$ cat src/rtl/sar_conversion_scheduler_pkg.sv
// Shared types and sizing helpers for the SAR conversion scheduler.
package sar_sched_pkg;

    typedef enum logic [1:0] {
        ST_IDLE    = 2'd0,
        ST_SETTLE  = 2'd1,
        ST_CONVERT = 2'd2,
        ST_DELIVER = 2'd3
    } state_t;

    // A packaged constant cannot follow a module parameter, so the sizes come from these helpers.
    function automatic int conv_cycles(input int n_bits);
        return 2 * n_bits;
    endfunction

    function automatic int cnt_width(input int conv, input int settle);
        int longest;
        longest = (conv > settle) ? conv : settle;
        return $clog2(longest + 1);
    endfunction

endpackage

$ cat src/rtl/sar_conversion_scheduler_if.sv
// Result stream carrying one converted code and its channel index.
interface sar_conversion_scheduler_if #(
    parameter int N_BITS = 10,
    parameter int N_CH   = 4
);
    localparam int CH_W = $clog2(N_CH);

    logic              out_valid;
    logic              out_ready;
    logic [N_BITS-1:0] out_data;
    logic [CH_W-1:0]   out_channel;

    modport master (
        output out_valid,
        output out_data,
        output out_channel,
        input  out_ready
    );

    modport slave (
        input  out_valid,
        input  out_data,
        input  out_channel,
        output out_ready
    );
endinterface

$ cat src/rtl/sar_conversion_scheduler_next_channel.sv
// Picks the next enabled channel: the lowest set bit, or the lowest set bit above cur.
module sar_next_channel #(
    parameter  int N_CH = 4,
    localparam int CH_W = $clog2(N_CH)
) (
    input  logic [N_CH-1:0] mask,
    input  logic [CH_W-1:0] cur,
    input  logic            from_start,
    output logic [CH_W-1:0] next,
    output logic            found
);
    // Scan downward so the last qualifying hit is the lowest index.
    always_comb begin
        next  = '0;
        found = 1'b0;
        for (int i = N_CH - 1; i >= 0; i--) begin
            if (mask[i] && (from_start || (i > int'(cur)))) begin
                next  = CH_W'(i);
                found = 1'b1;
            end
        end
    end
endmodule

$ cat src/rtl/sar_conversion_scheduler.sv
// Sequences mux select, track/hold and SAR conversion windows across enabled channels.
module sar_conversion_scheduler
    import sar_sched_pkg::*;
#(
    parameter  int N_BITS        = 10,
    parameter  int N_CH          = 4,
    parameter  int SETTLE_CYCLES = 3,
    localparam int CH_W          = $clog2(N_CH)
) (
    input  logic                          clk,
    input  logic                          reset,
    input  logic                          start,
    input  logic                          continuous,
    input  logic [N_CH-1:0]               chan_enable,
    output logic [CH_W-1:0]               mux_sel,
    output logic                          sample_hold,
    output logic                          sar_conduct,
    input  logic                          sar_feedback,
    input  logic [N_BITS-1:0]             sar_result,
    output logic                          busy,
    output logic                          scan_done,
    sar_conversion_scheduler_if.master    out_if
);
    localparam int CONV_CYCLES = conv_cycles(N_BITS);
    localparam int CNT_W       = cnt_width(CONV_CYCLES, SETTLE_CYCLES);

    localparam logic [CNT_W-1:0]  SETTLE_LAST = CNT_W'(SETTLE_CYCLES - 1);
    localparam logic [CNT_W-1:0]  CONV_LAST   = CNT_W'(CONV_CYCLES - 1);
    localparam logic [N_BITS-1:0] LSB_MASK    = N_BITS'(1);

    state_t            state;
    logic [CNT_W-1:0]  cnt;
    logic [CH_W-1:0]   cur_ch;
    logic [N_CH-1:0]   scan_mask;

    logic [CH_W-1:0]   first_ch;
    logic              first_found;
    logic [CH_W-1:0]   higher_ch;
    logic              higher_found;

    // Lowest enabled channel of the live mask, used for every new snapshot.
    sar_next_channel #(.N_CH(N_CH)) u_first (
        .mask       (chan_enable),
        .cur        ('0),
        .from_start (1'b1),
        .next       (first_ch),
        .found      (first_found)
    );

    sar_next_channel #(.N_CH(N_CH)) u_higher (
        .mask       (scan_mask),
        .cur        (cur_ch),
        .from_start (1'b0),
        .next       (higher_ch),
        .found      (higher_found)
    );

    always_ff @(posedge clk) begin
        if (reset) begin
            state              <= ST_IDLE;
            cnt                <= '0;
            cur_ch             <= '0;
            scan_mask          <= '0;
            mux_sel            <= '0;
            sample_hold        <= 1'b0;
            sar_conduct        <= 1'b0;
            busy               <= 1'b0;
            scan_done          <= 1'b0;
            out_if.out_valid   <= 1'b0;
            out_if.out_data    <= '0;
            out_if.out_channel <= '0;
        end else begin
            scan_done <= 1'b0;
            case (state)
                ST_IDLE: begin
                    if (start && first_found) begin
                        scan_mask   <= chan_enable;
                        cur_ch      <= first_ch;
                        mux_sel     <= first_ch;
                        sample_hold <= 1'b1;
                        busy        <= 1'b1;
                        cnt         <= '0;
                        state       <= ST_SETTLE;
                    end
                end
                ST_SETTLE: begin
                    if (cnt == SETTLE_LAST) begin
                        cnt         <= '0;
                        sample_hold <= 1'b0;
                        sar_conduct <= 1'b1;
                        state       <= ST_CONVERT;
                    end else begin
                        cnt <= cnt + 1'b1;
                    end
                end
                ST_CONVERT: begin
                    if (cnt == CONV_LAST) begin
                        cnt                <= '0;
                        sar_conduct        <= 1'b0;
                        out_if.out_valid   <= 1'b1;
                        // LSB is still being decided in the SAR register; take it from the comparator.
                        out_if.out_data    <= (sar_result & ~LSB_MASK) | N_BITS'(sar_feedback);
                        out_if.out_channel <= cur_ch;
                        state              <= ST_DELIVER;
                    end else begin
                        cnt <= cnt + 1'b1;
                    end
                end
                ST_DELIVER: begin
                    if (out_if.out_valid && out_if.out_ready) begin
                        out_if.out_valid <= 1'b0;
                        if (higher_found) begin
                            cur_ch      <= higher_ch;
                            mux_sel     <= higher_ch;
                            sample_hold <= 1'b1;
                            state       <= ST_SETTLE;
                        end else if (continuous && first_found) begin
                            scan_mask   <= chan_enable;
                            cur_ch      <= first_ch;
                            mux_sel     <= first_ch;
                            sample_hold <= 1'b1;
                            state       <= ST_SETTLE;
                        end else begin
                            if (continuous) begin
                                scan_mask <= chan_enable;
                            end
                            mux_sel   <= '0;
                            busy      <= 1'b0;
                            scan_done <= 1'b1;
                            state     <= ST_IDLE;
                        end
                    end
                end
                default: state <= ST_IDLE;
            endcase
        end
    end
endmodule
$ cat src/flat_wrapper.sv
// flat-port wrapper written by rule: the top's interface ports become plain ports
module sar_conversion_scheduler_flat import sar_sched_pkg::*;
#(
    parameter  int N_BITS        = 10,
    parameter  int N_CH          = 4,
    parameter  int SETTLE_CYCLES = 3,
    localparam int CH_W          = $clog2(N_CH)
)
  (clk, reset, start, continuous, chan_enable, mux_sel, sample_hold, sar_conduct, sar_feedback, sar_result, busy, scan_done, out_if_out_valid, out_if_out_data, out_if_out_channel, out_if_out_ready);
  sar_conversion_scheduler_if #(.N_BITS(N_BITS), .N_CH(N_CH)) out_if_i ();
  input  logic clk;
  input  logic reset;
  input  logic start;
  input  logic continuous;
  input  logic [N_CH-1:0] chan_enable;
  output logic [CH_W-1:0] mux_sel;
  output logic sample_hold;
  output logic sar_conduct;
  input  logic sar_feedback;
  input  logic [N_BITS-1:0] sar_result;
  output logic busy;
  output logic scan_done;
  output wire logic [$bits(out_if_i.out_valid)-1:0] out_if_out_valid;
  output wire logic [$bits(out_if_i.out_data)-1:0] out_if_out_data;
  output wire logic [$bits(out_if_i.out_channel)-1:0] out_if_out_channel;
  input wire logic [$bits(out_if_i.out_ready)-1:0] out_if_out_ready;
  assign out_if_out_valid = out_if_i.out_valid;
  assign out_if_out_data = out_if_i.out_data;
  assign out_if_out_channel = out_if_i.out_channel;
  assign out_if_i.out_ready = out_if_out_ready;
  sar_conversion_scheduler #(.N_BITS(N_BITS), .N_CH(N_CH), .SETTLE_CYCLES(SETTLE_CYCLES)) u_core (.clk(clk), .reset(reset), .start(start), .continuous(continuous), .chan_enable(chan_enable), .mux_sel(mux_sel), .sample_hold(sample_hold), .sar_conduct(sar_conduct), .sar_feedback(sar_feedback), .sar_result(sar_result), .busy(busy), .scan_done(scan_done), .out_if(out_if_i));
endmodule
$ cat config.mk
export PLATFORM = sky130hd
export DESIGN_NAME = sar_conversion_scheduler_flat
export DESIGN_NICKNAME = d
export VERILOG_FILES = /design/src/rtl/sar_conversion_scheduler_pkg.sv /design/src/rtl/sar_conversion_scheduler_if.sv /design/src/rtl/sar_conversion_scheduler_next_channel.sv /design/src/rtl/sar_conversion_scheduler.sv /design/src/flat_wrapper.sv
export SDC_FILE = /design/constraint.sdc
export NUM_CORES = 1
export LEC_CHECK = 0
export CAP_MARGIN = 20
export CELL_PAD_IN_SITES_DETAIL_PLACEMENT = 0
export CELL_PAD_IN_SITES_GLOBAL_PLACEMENT = 1
export CORE_ASPECT_RATIO = 0.7
export CORE_MARGIN = 1
export CORE_UTILIZATION = 36
export CTS_CLUSTER_DIAMETER = 200
export DETAILED_ROUTE_END_ITERATION = 8
export GPL_ROUTABILITY_DRIVEN = 0
export HOLD_SLACK_MARGIN = 0.15
export PLACE_DENSITY_LB_ADDON = 0.1
export SLEW_MARGIN = 25
export SYNTH_ARGS = -nofsm -noshare
export SYNTH_HDL_FRONTEND = slang
export SYNTH_SLANG_ARGS = --single-unit
export TNS_END_PERCENT = 1
$ cat constraint.sdc
create_clock -name clk -period 2.1 [get_ports clk]
set_input_delay 0.21 -clock clk [delete_from_list [all_inputs] [get_ports clk]]
set_output_delay 0.21 -clock clk [all_outputs]
set_load 0.005 [all_outputs]
==> metrics.md, run 1 <==
| Metric | Value |
|---|---|
| Unrepaired setup endpoints after global routing | false |
| CTS max path bufs | 2 |
| Largest cells by area after synthesis | dfxtp_1, a21oi_1, nand2_1 |
| Synth area leader | dfxtp_1 |
| Clock transition at path regs | 0.07 ns |
| Cell area after synthesis | 1610 µm² |
| Synthesis Warnings | 0 |
| Register Area | 621 µm² |
| Port Buffers | 37 |
| Met3 Usage GRT | 4.88% |
| Critical Path Sink Type | flop |
| CTS tree | yes |
| P&R area growth vs syn | 35.0% |
| Fin util | 53.0% |
| Leading cell type in the layout, fill and taps excluded | clkdlybuf4s50_1 |
| Slew headroom | 66.3% |
| Nets | 255 |
| Root Buffer | clkbuf_8 |
| Ant diodes | 0 |
| DR pass1 iterations | 4 |
| Placed Cells | 273 |
| Post-synth EDFFs | 0 |
| Maximum achievable frequency | 518 MHz |
| # rows | 19 |
| Syn_nets | 214 |
| Yosys reg bits | 31 |
| Clock sinks | 31 |
| Max FO, Critical Path | 4 |
| GRT Overall Usage | 18.6% |
| GR Overflow Total | 0 |
| Die Span X | 82.0 µm |
| Slew @ Worst Pin | 0.505 ns |
| WL final | 4.10 mm |
| Avg Cell Area, Syn | 8.63 µm² |
| HPWL Detailed | 3.06 mm |
| Fin cells | 281 |
| Worst IR Drop VDD | 0.487 mV |
| Fraction of registers with async set/reset | 0% |
| Fin Hold WS | 0.457 ns |
| DIE HEIGHT | 58.0 µm |
| Hold Vio Cnt, Final | 0 |
| Initial detailed-routing violation count | 53 |
| Max-slew violations | 0 |
| Core area | 4110 µm² |
| Flop-to-flop setup slack | 0.17 ns |
| Critical path required time | 2.24 ns |
| Met2 Use GR | 31.2% |
| Worst hold-check path type | flop to flop |
| Startpoint Class | flop |
| Initial Util | 39.2% |
| Share of post-route cells with drive strength above 1 | 10.5% |
| Skew final | 0.00795 ns |
| Fillcell total | 382 |
| Post-DR vias/cell | 5.51 |
| Critical Path AT | 2.07 ns |
| Post-route minimum period | 1.93 ns |
| Highest-count cells in the layout ignoring fill and taps | clkdlybuf4s50_1, dfxtp_1, nand2_1 |
| First-pass GRT wire length | 6.76 mm |
| Seq/Total Area, Yosys | 38.4% |
| Final setup vio count | 0 |
| Final ANT Viol Nets | 0 |
| Leak pwr | 0.762 nW |
| Vias in the first global route | 1465 |
| Maxcap violations | 0 |
| TritonCTS buffer count | 5 |
| Global routing usage on met1 | 24.1% |
| Area of the multi-input gates | 933 µm² |
| H-tree depth | 2 |
| Via count | 1549 |
| Die area | 4760 µm² |
| Largest net degree at the start of global routing | 31 |
| Status | completed |
| GRT busiest layer | met2 |
| Synthesized instance count | 187 |
| Final period utilization | 91.9% |
| DRC | 0 |
| PD cells | 954 nW/µm² |
| Hold Buf Count CTS | 0 |
| Post-DR wirelength/cell | 14.6 µm |
| Ys flop type | dfxtp_1 |
| Number of distinct library cells after synthesis | 48 |
| Initial antenna violation count | 0 |
| WS Path Type | flop to flop |
| Yosys top cell area share | 38.4% |
| # IOs | 39 |
| Worst-Skew Late Latency | 0.28 ns |
[cells in the mapped netlist, drive strengths merged (2+ instances only)]
master  count
a21boi      2
o211ai      3
a21oi      24
mux2i       3
nor3b       3
nand2b      4
nand3      15
o31ai       4
o41ai       7
o32ai       2
nor3        2
inv         9
clkbuf      6
o21ai       3
a41oi       3
buf         4
nor2        7
ha          7
nand2      27
dfxtp      31
[final timing paths]
path / from / endpoint / cells past startpoint
worst min register to register: u_core.out_if.out_data[5] / u_core.out_if.out_data[5] / 2
worst max register to register: u_core.cnt[1] / u_core.state[0] / 5
worst max-delay path: u_core.cnt[1] / u_core.state[0] / 5
worst min-delay path: u_core.out_if.out_data[5] / u_core.out_if.out_data[5] / 2
[worst max-delay path: stages, from the launching register on]
cell and delay, ns:
dfxtp_1 0.38, ha_1 0.22, nor4bb_2 0.38, nand2b_4 0.23
nand3_2 0.10, a2111oi_1 0.49
[cell families after synthesis]
family                     count (synthesis)  synth area share [%]
and+or+nand+nor                           66                  21.0
AOI/OAI and AO/OA                         60                  28.2
DFF                                       31                  38.4
buffers and inverters                     20                  5.04
adders and majority gates                  7                  5.43
muxes                                      3                  1.86
[per-layer routing]
layer	wire length, µm	vias up
met5	0	-
met4	23	0
met3	211	5
met2	1910	32
met1	1960	740
li1	-	772
[stage by stage]
stage | setup TNS, ns | worst slack, ns | cell area, µm² | total power [mW]
after floorplan | 0 | 0.459 | 1610 | 1.31
after global placement | 0 | 0.0788 | 2060 | 1.54
after detailed placement | -0.0838 | -0.0807 | 2060 | 1.56
after CTS | 0 | 0.116 | 2160 | 2.09
after global routing | 0 | 0.0170 | 2180 | 2.21
final | 0 | 0.170 | 2180 | 2.08
[area by class of cell]
cell class / instances / share of cell area (%)
multi-input combinational: 136 / 42.8
sequential: 31 / 28.5
timing repair buffer: 44 / 19.4
clock buffer: 8 / 4.59
tap: 52 / 2.99
inverter: 10 / 1.72
[power breakdown]
group / switching [mW] / leakage, nW / internal, mW
Sequential: 0.0778 / 0.252 / 0.673
Combinational: 0.448 / 0.458 / 0.376
Clock: 0.207 / 0.0515 / 0.299
Total: 0.733 / 0.762 / 1.35
[flip-flops by register name, indices dropped and copies added, names as in the netlist, 2 cells and up]
| name | flops |
|---|---|
| u_core.mux_sel | 2 |
| u_core.scan_mask | 3 |
| u_core.cur_ch | 2 |
| u_core.out_if.out_data | 10 |
| u_core.state | 2 |
| u_core.cnt | 5 |
| u_core.out_if.out_channel | 2 |
[timing repair]
| item | CTS | global route |
|---|---|---|
| endpoints found under the setup margin | 0 | 5 |
| setup buffers | 0 | 0 |
| gates resized for setup | 0 | 3 |
Note: power is estimated with default switching activity, not from simulation.
==> inputs of run 2 (changes only) <==
--- a/config.mk
+++ b/config.mk
@@ -6,16 +6,14 @@
 export NUM_CORES = 1
 export LEC_CHECK = 0
 export CAP_MARGIN = 20
-export CELL_PAD_IN_SITES_DETAIL_PLACEMENT = 0
-export CELL_PAD_IN_SITES_GLOBAL_PLACEMENT = 1
 export CORE_ASPECT_RATIO = 0.7
 export CORE_MARGIN = 1
-export CORE_UTILIZATION = 36
+export CORE_UTILIZATION = 49
 export CTS_CLUSTER_DIAMETER = 200
 export DETAILED_ROUTE_END_ITERATION = 8
 export GPL_ROUTABILITY_DRIVEN = 0
 export HOLD_SLACK_MARGIN = 0.15
-export PLACE_DENSITY_LB_ADDON = 0.1
+export PLACE_DENSITY = 0.79
 export SLEW_MARGIN = 25
 export SYNTH_ARGS = -nofsm -noshare
 export SYNTH_HDL_FRONTEND = slang
==> metrics.md, run 2 (synthesis gave the netlist of run 1 again) <==
| Metric | Value |
|---|---|
| P&R area growth vs syn | 35.1% (about the same) |
| CP Cell Sequence | ha_1 -> a21boi_0 -> a21oi_1 -> nand3_2 -> nor4_1 -> a2111oi_1 |
| Post-DR wirelength/cell | 15.8 µm (+7.9%) |
| Initial Util | 51.3% (+12 points) |
| Critical path required time | 2.28 ns (+0.04 ns) |
| DR pass1 iterations | 6 (+2) |
| GR Overflow Total | 0 (unchanged) |
| Register Area | 621 µm² (unchanged) |
| Int Pwr | 1.35 mW (+0.13%) |
| Final setup vio count | 0 (unchanged) |
| Post-CTS repair timing setup buffer count | 0 (unchanged) |
| Unrepaired setup endpoints after global routing | false |
| Place WS | -0.0539 ns (+0.0268 ns) |
| Critical-path top delay cell | dfxtp_1 |
| Post-route minimum period | 1.96 ns (+0.0284 ns) |
| DRC | 4 (+4) |
| Final ANT Viol Nets | 0 (unchanged) |
| Critical Path AT | 2.13 ns (+0.06 ns) |
| Final period utilization | 93.2% (+1.4 points) |
| Largest net degree at the start of global routing | 18 (-42%) |
| CTS tree | yes |
| Worst IR Drop VDD | 0.659 mV (+35%) |
| Die Span X | 70.6 µm (-14%) |
| WS Path Type | flop to flop |
| TritonCTS buffer count | 5 (unchanged) |
| First-pass GRT wire length | 6.78 mm (+0.40%) |
| Status | finished, violations left |
| Leading cell type in the layout, fill and taps excluded | clkdlybuf4s50_1 |
| H-tree depth | 2 (unchanged) |
| WL final | 4.27 mm (+4.1%) |
| Core area | 3150 µm² (-23%) |
| GRT Overall Usage | 25.2% (+6.6 points) |
| HPWL Detailed | 3.08 mm (+0.57%) |
| Clock sinks | 31 (unchanged) |
| Vias in the first global route | 1478 (+0.89%) |
| PD cells | 964 nW/µm² (+0.98%) |
| Via count | 1602 (+3.4%) |
| Fin cells | 271 (-3.6%) |
| Final WS setup | 0.142 ns (-0.0284 ns) |
| Hold Vio Cnt, Final | 0 (unchanged) |
| Skew final | 0.00414 ns (-0.00381 ns) |
| Maxcap violations | 0 (unchanged) |
| Biggest register | u_core.out_if.out_data |
| Flop-to-flop setup slack | 0.14 ns (-0.03 ns) |
| Initial antenna violation count | 0 (unchanged) |
| Maximum achievable frequency | 511 MHz (-1.4%) |
| Slew @ Worst Pin | 0.484 ns (-0.0200 ns) |
| Sequential Power Share | 35.8% (-0.3 points) |
| Crit path buf inv count | 0 (unchanged) |
| DIE HEIGHT | 50.0 µm (-14%) |
| Highest-count cells in the layout ignoring fill and taps | clkdlybuf4s50_1, dfxtp_1, nand2_1 |
| Placed Cells | 263 (-3.7%) |
| Ant diodes | 0 (unchanged) |
| Area of the multi-input gates | 922 µm² (-1.2%) |
| Sw Share | 35.8% (+0.58 points) |
| Startpoint Class | flop |
| CP delay by family, top | compound AO/OA/AOI/OAI gates |
| Die area | 3530 µm² (-26%) |
| Max FO, Critical Path | 6 (+2) |
| # rows | 17 (-2) |
| Critical Path Sink Type | flop |
| Max-slew violations | 0 (unchanged) |
| Fillcell total | 269 (-30%) |
| Initial detailed-routing violation count | 124 (+130%) |
| CTS max path bufs | 2 (unchanged) |
| NetSw | 0.752 mW (+2.7%) |
| Slew headroom | 67.6% (+1.3 points) |
| Worst hold-check path type | flop to flop |
| Post-DR vias/cell | 5.91 (+7.2%) |
| Share of post-route cells with drive strength above 1 | 12.0% (+1.5 points) |
| Gate power share | 39.6% (about the same) |
| Nets | 259 (+1.6%) |
| Clock Power Share | 24.6% (+0.3 points) |
| Leak pwr | 0.775 nW (+1.8%) |
| Root Buffer | clkbuf_8 |
| # IOs | 39 (unchanged) |
| Worst-Skew Late Latency | 0.29 ns (about the same) |
| Port Buffers | 37 (unchanged) |
| Largest registers | u_core.out_if.out_data x10, u_core.cnt x5, u_core.scan_mask x3 |
| Failing checks | DRC |
| Clock transition at path regs | 0.06 ns (about the same) |
| Crit-path max cell delay | 0.42 ns (-0.07 ns) |
| Max FFs per register | 10 (unchanged) |
[run 2: cell types whose count changed in the layout (fill, tap and decap cells not counted)]
cell and change:
a21boi_0 +1, a21boi_1 -1, buf_4 +4, o41ai_2 +1
o41ai_4 -1
[run 2: final cells by class]
class / instances / area share, %
multi-input cells: 136 / 42.3
inverters: 10 / 1.72
clock buffers: 8 / 4.59
repair buffers: 48 / 20.8
flip-flops and latches: 31 / 28.5
well taps: 38 / 2.18
[run 2: timing repair]
item | 4_1_cts | 5_1_grt
resized for setup | 0 | 1
hold buffers | 0 | 0
setup endpoints to repair | 0 | 3
[run 2: layer usage]
metal / up-vias / GRT usage [%] / part of all wire (%)
met3: 4 / 6.75 / 5.9
met2: 59 / 42.7 / 49
li1: 785 / - / -
met4: 0 / 10.0 / 0.77
met5: - / 0 / 0
met1: 754 / 30.6 / 44
[run 2: power by group through the flow]
stage                     combinational (mW)  sequential [mW]  clock, mW
after global placement                 0.782            0.751          0
after CTS                              0.824            0.749      0.525
after floorplan                        0.565            0.746          0
after detailed placement               0.816            0.761          0
final                                  0.832            0.752      0.518
after global routing                   0.902            0.763      0.553
[run 2: path summary, 6_finish.rpt]
kind	to	start	cells after the start
hold / removal	u_core.mux_sel[0]	u_core.mux_sel[0]	2
setup reg to reg	u_core.state[0]	u_core.state[1]	6
hold reg to reg	u_core.mux_sel[0]	u_core.mux_sel[0]	2
setup / recovery	u_core.state[0]	u_core.state[1]	6
[run 2: per-stage QoR]
step / setup TNS [ns] / power, mW / hold slack [ns] / util, % / area, µm²
2_1_floorplan: 0 / 1.31 / 0.352 / - / 1610
3_3_place_gp: 0 / 1.53 / 0.443 / 66.0 / 2080
3_5_place_dp: -0.0733 / 1.58 / 0.451 / 66.0 / 2080
4_1_cts: 0 / 2.10 / 0.460 / 69.2 / 2180
5_1_grt: 0 / 2.22 / 0.484 / 69.3 / 2180
6_report: 0 / 2.10 / 0.456 / 69.3 / 2180
[run 2: worst min-delay path, stage by stage (launching register included)]
cell and delay (ns):
dfxtp_1 0.31, nand2_1 0.05, a21oi_1 0.05
==> inputs of run 3 (changes only) <==
--- a/config.mk
+++ b/config.mk
@@ -8,12 +8,11 @@
 export CAP_MARGIN = 20
 export CORE_ASPECT_RATIO = 0.7
 export CORE_MARGIN = 1
-export CORE_UTILIZATION = 49
+export CORE_UTILIZATION = 30
 export CTS_CLUSTER_DIAMETER = 200
 export DETAILED_ROUTE_END_ITERATION = 8
 export GPL_ROUTABILITY_DRIVEN = 0
 export HOLD_SLACK_MARGIN = 0.15
-export PLACE_DENSITY = 0.79
 export SLEW_MARGIN = 25
 export SYNTH_ARGS = -nofsm -noshare
 export SYNTH_HDL_FRONTEND = slang
==> metrics.md, run 3 (synthesis gave the netlist of run 1 again) <==
| Metric | Value |
|---|---|
| Post-CTS repair timing setup buffer count | 0 (unchanged) |
| Initial antenna violation count | 0 (unchanged) |
| Final ANT Viol Nets | 0 (unchanged) |
| # rows | 21 (+4) |
| Final setup vio count | 0 (unchanged) |
| P&R area growth vs syn | 35.8% |
| Maxcap violations | 0 (unchanged) |
| Fillcell total | 491 (+83%) |
| Worst hold-check path type | flop to flop |
| H-tree depth | 2 (unchanged) |
| CTS max path bufs | 2 (unchanged) |
| Leak pwr | 0.767 nW (-1.1%) |
| Min-delay src | u_core.out_if.out_data[3] |
| Placed Cells | 293 (+11%) |
| Skew final | 0.00316 ns (-0.000976 ns) |
| Largest net degree at the start of global routing | 16 (-2) |
| DIE HEIGHT | 63.4 µm (+27%) |
| Post-DR vias/cell | 5.02 (-15%) |
| Final period utilization | 89.9% (-3.4 points) |
| TritonCTS buffer count | 5 (unchanged) |
| Max FO, Critical Path | 8 (+2) |
| Biggest register | u_core.out_if.out_data |
| Critical path required time | 2.29 ns (about the same) |
| Clock transition at path regs | 0.07 ns (about the same) |
| HPWL Detailed | 3.00 mm (-2.6%) |
| Hold Buf Count CTS | 0 (unchanged) |
| Fin cells | 301 (+11%) |
| Startpoint Class | flop |
| Slew @ Worst Pin | 0.563 ns (+0.0783 ns) |
| Critical Path AT | 2.08 ns (-0.05 ns) |
| First-pass GRT wire length | 6.43 mm (-5.2%) |
| Die area | 5680 µm² (+61%) |
| Crit path launch | u_core.state[0] |
| Fin util | 44.1% (-25 points) |
| Post-DR wirelength/cell | 13.3 µm (-16%) |
| GRT Overall Usage | 15.4% (-9.8 points) |
| Initial detailed-routing violation count | 92 (-26%) |
| CTS tree | yes |
| Die Span X | 89.7 µm (+27%) |
| WL final | 3.99 mm (-6.5%) |
| Unrepaired setup endpoints after global routing | false |
| Via count | 1510 (-5.7%) |
| Share of post-route cells with drive strength above 1 | 11.6% (-0.38 points) |
| Resize count post-CTS | 0 (unchanged) |
| # IOs | 39 (unchanged) |
| DRC | 0 (-4) |
| Highest-count cells in the layout ignoring fill and taps | clkdlybuf4s50_1, dfxtp_1, nand2_1 |
| Status | completed |
| Initial Util | 32.5% (-19 points) |
| Vias in the first global route | 1288 (-13%) |
| Slew headroom | 62.5% (-5.1 points) |
| Clock sinks | 31 (unchanged) |
| Hold Vio Cnt, Final | 0 (unchanged) |
| Ant diodes | 0 (unchanged) |
| Fin Hold WS | 0.452 ns (-0.00372 ns) |
| Leading cell type in the layout, fill and taps excluded | clkdlybuf4s50_1 |
| Worst-Skew Late Latency | 0.29 ns (about the same) |
| Setup TNS | 0 ns (unchanged) |
| Post-route minimum period | 1.89 ns (-0.0706 ns) |
| RR Startpoint | u_core.state[0] |
| Nets | 258 (-0.39%) |
| PD cells | 922 nW/µm² (-4.4%) |
| WS Path Type | flop to flop |
| Largest registers | u_core.out_if.out_data x10, u_core.cnt x5, u_core.scan_mask x3 |
| DR pass1 iterations | 4 (-2) |
| Maximum achievable frequency | 530 MHz (+3.7%) |
| Worst IR Drop VDD | 0.470 mV (-29%) |
| Root Buffer | clkbuf_8 |
| Critical Path Sink Type | flop |
| Max-slew violations | 0 (unchanged) |
| GR Overflow Total | 0 (unchanged) |
| Max FFs per register | 10 (unchanged) |
| Port Buffers | 37 (unchanged) |
| Core area | 4970 µm² (+58%) |
## run 3: cell type report
| cell class | instances | area [µm²] | area share (%) |
|---|---|---|---|
| clock buffer | 5 | 68.8 | 3.14 |
| clock inverter | 3 | 15.0 | 0.685 |
| inverter | 10 | 37.5 | 1.71 |
| multi-input combinational | 136 | 918 | 41.9 |
| sequential | 31 | 621 | 28.3 |
| tap | 69 | 86.3 | 3.94 |
| timing repair buffer | 47 | 445 | 20.3 |
## run 3: path summary, 6_finish.rpt
kind                               endpoint  slack (ns)  cells past startpoint
setup / recovery              u_core.cnt[4]        0.21                      5
hold / removal    u_core.out_if.out_data[3]        0.45                      2
setup reg to reg              u_core.cnt[4]        0.21                      5
hold reg to reg   u_core.out_if.out_data[3]        0.45                      2
## run 3: metal layers
layer,GRT usage (%),wire length (µm)
met1,22.3,2030
met3,5.90,279
met2,19.6,1620
met5,0,0
met4,6.94,66
## run 3: power by group
part	switching [mW]	internal [mW]
clock	0.233	0.226
combinational	0.440	0.373
sequential	0.0751	0.673
total	0.748	1.27
## run 3: worst max-delay path, cell delays in order, from the launching register on
cell and delay, ns:
dfxtp_1 0.38, inv_1 0.12, ha_1 0.31, a21oi_1 0.49, nand2_2 0.18, o41ai_1 0.31
## run 3: through the flow
step / worst slack [ns] / area (µm²) / power (mW)
2_1_floorplan: 0.459 / 1610 / 1.31
3_3_place_gp: 0.0191 / 2110 / 1.57
3_5_place_dp: 0.00639 / 2110 / 1.57
4_1_cts: 0.198 / 2190 / 2.04
5_1_grt: 0.0358 / 2190 / 2.16
6_report: 0.213 / 2190 / 2.02
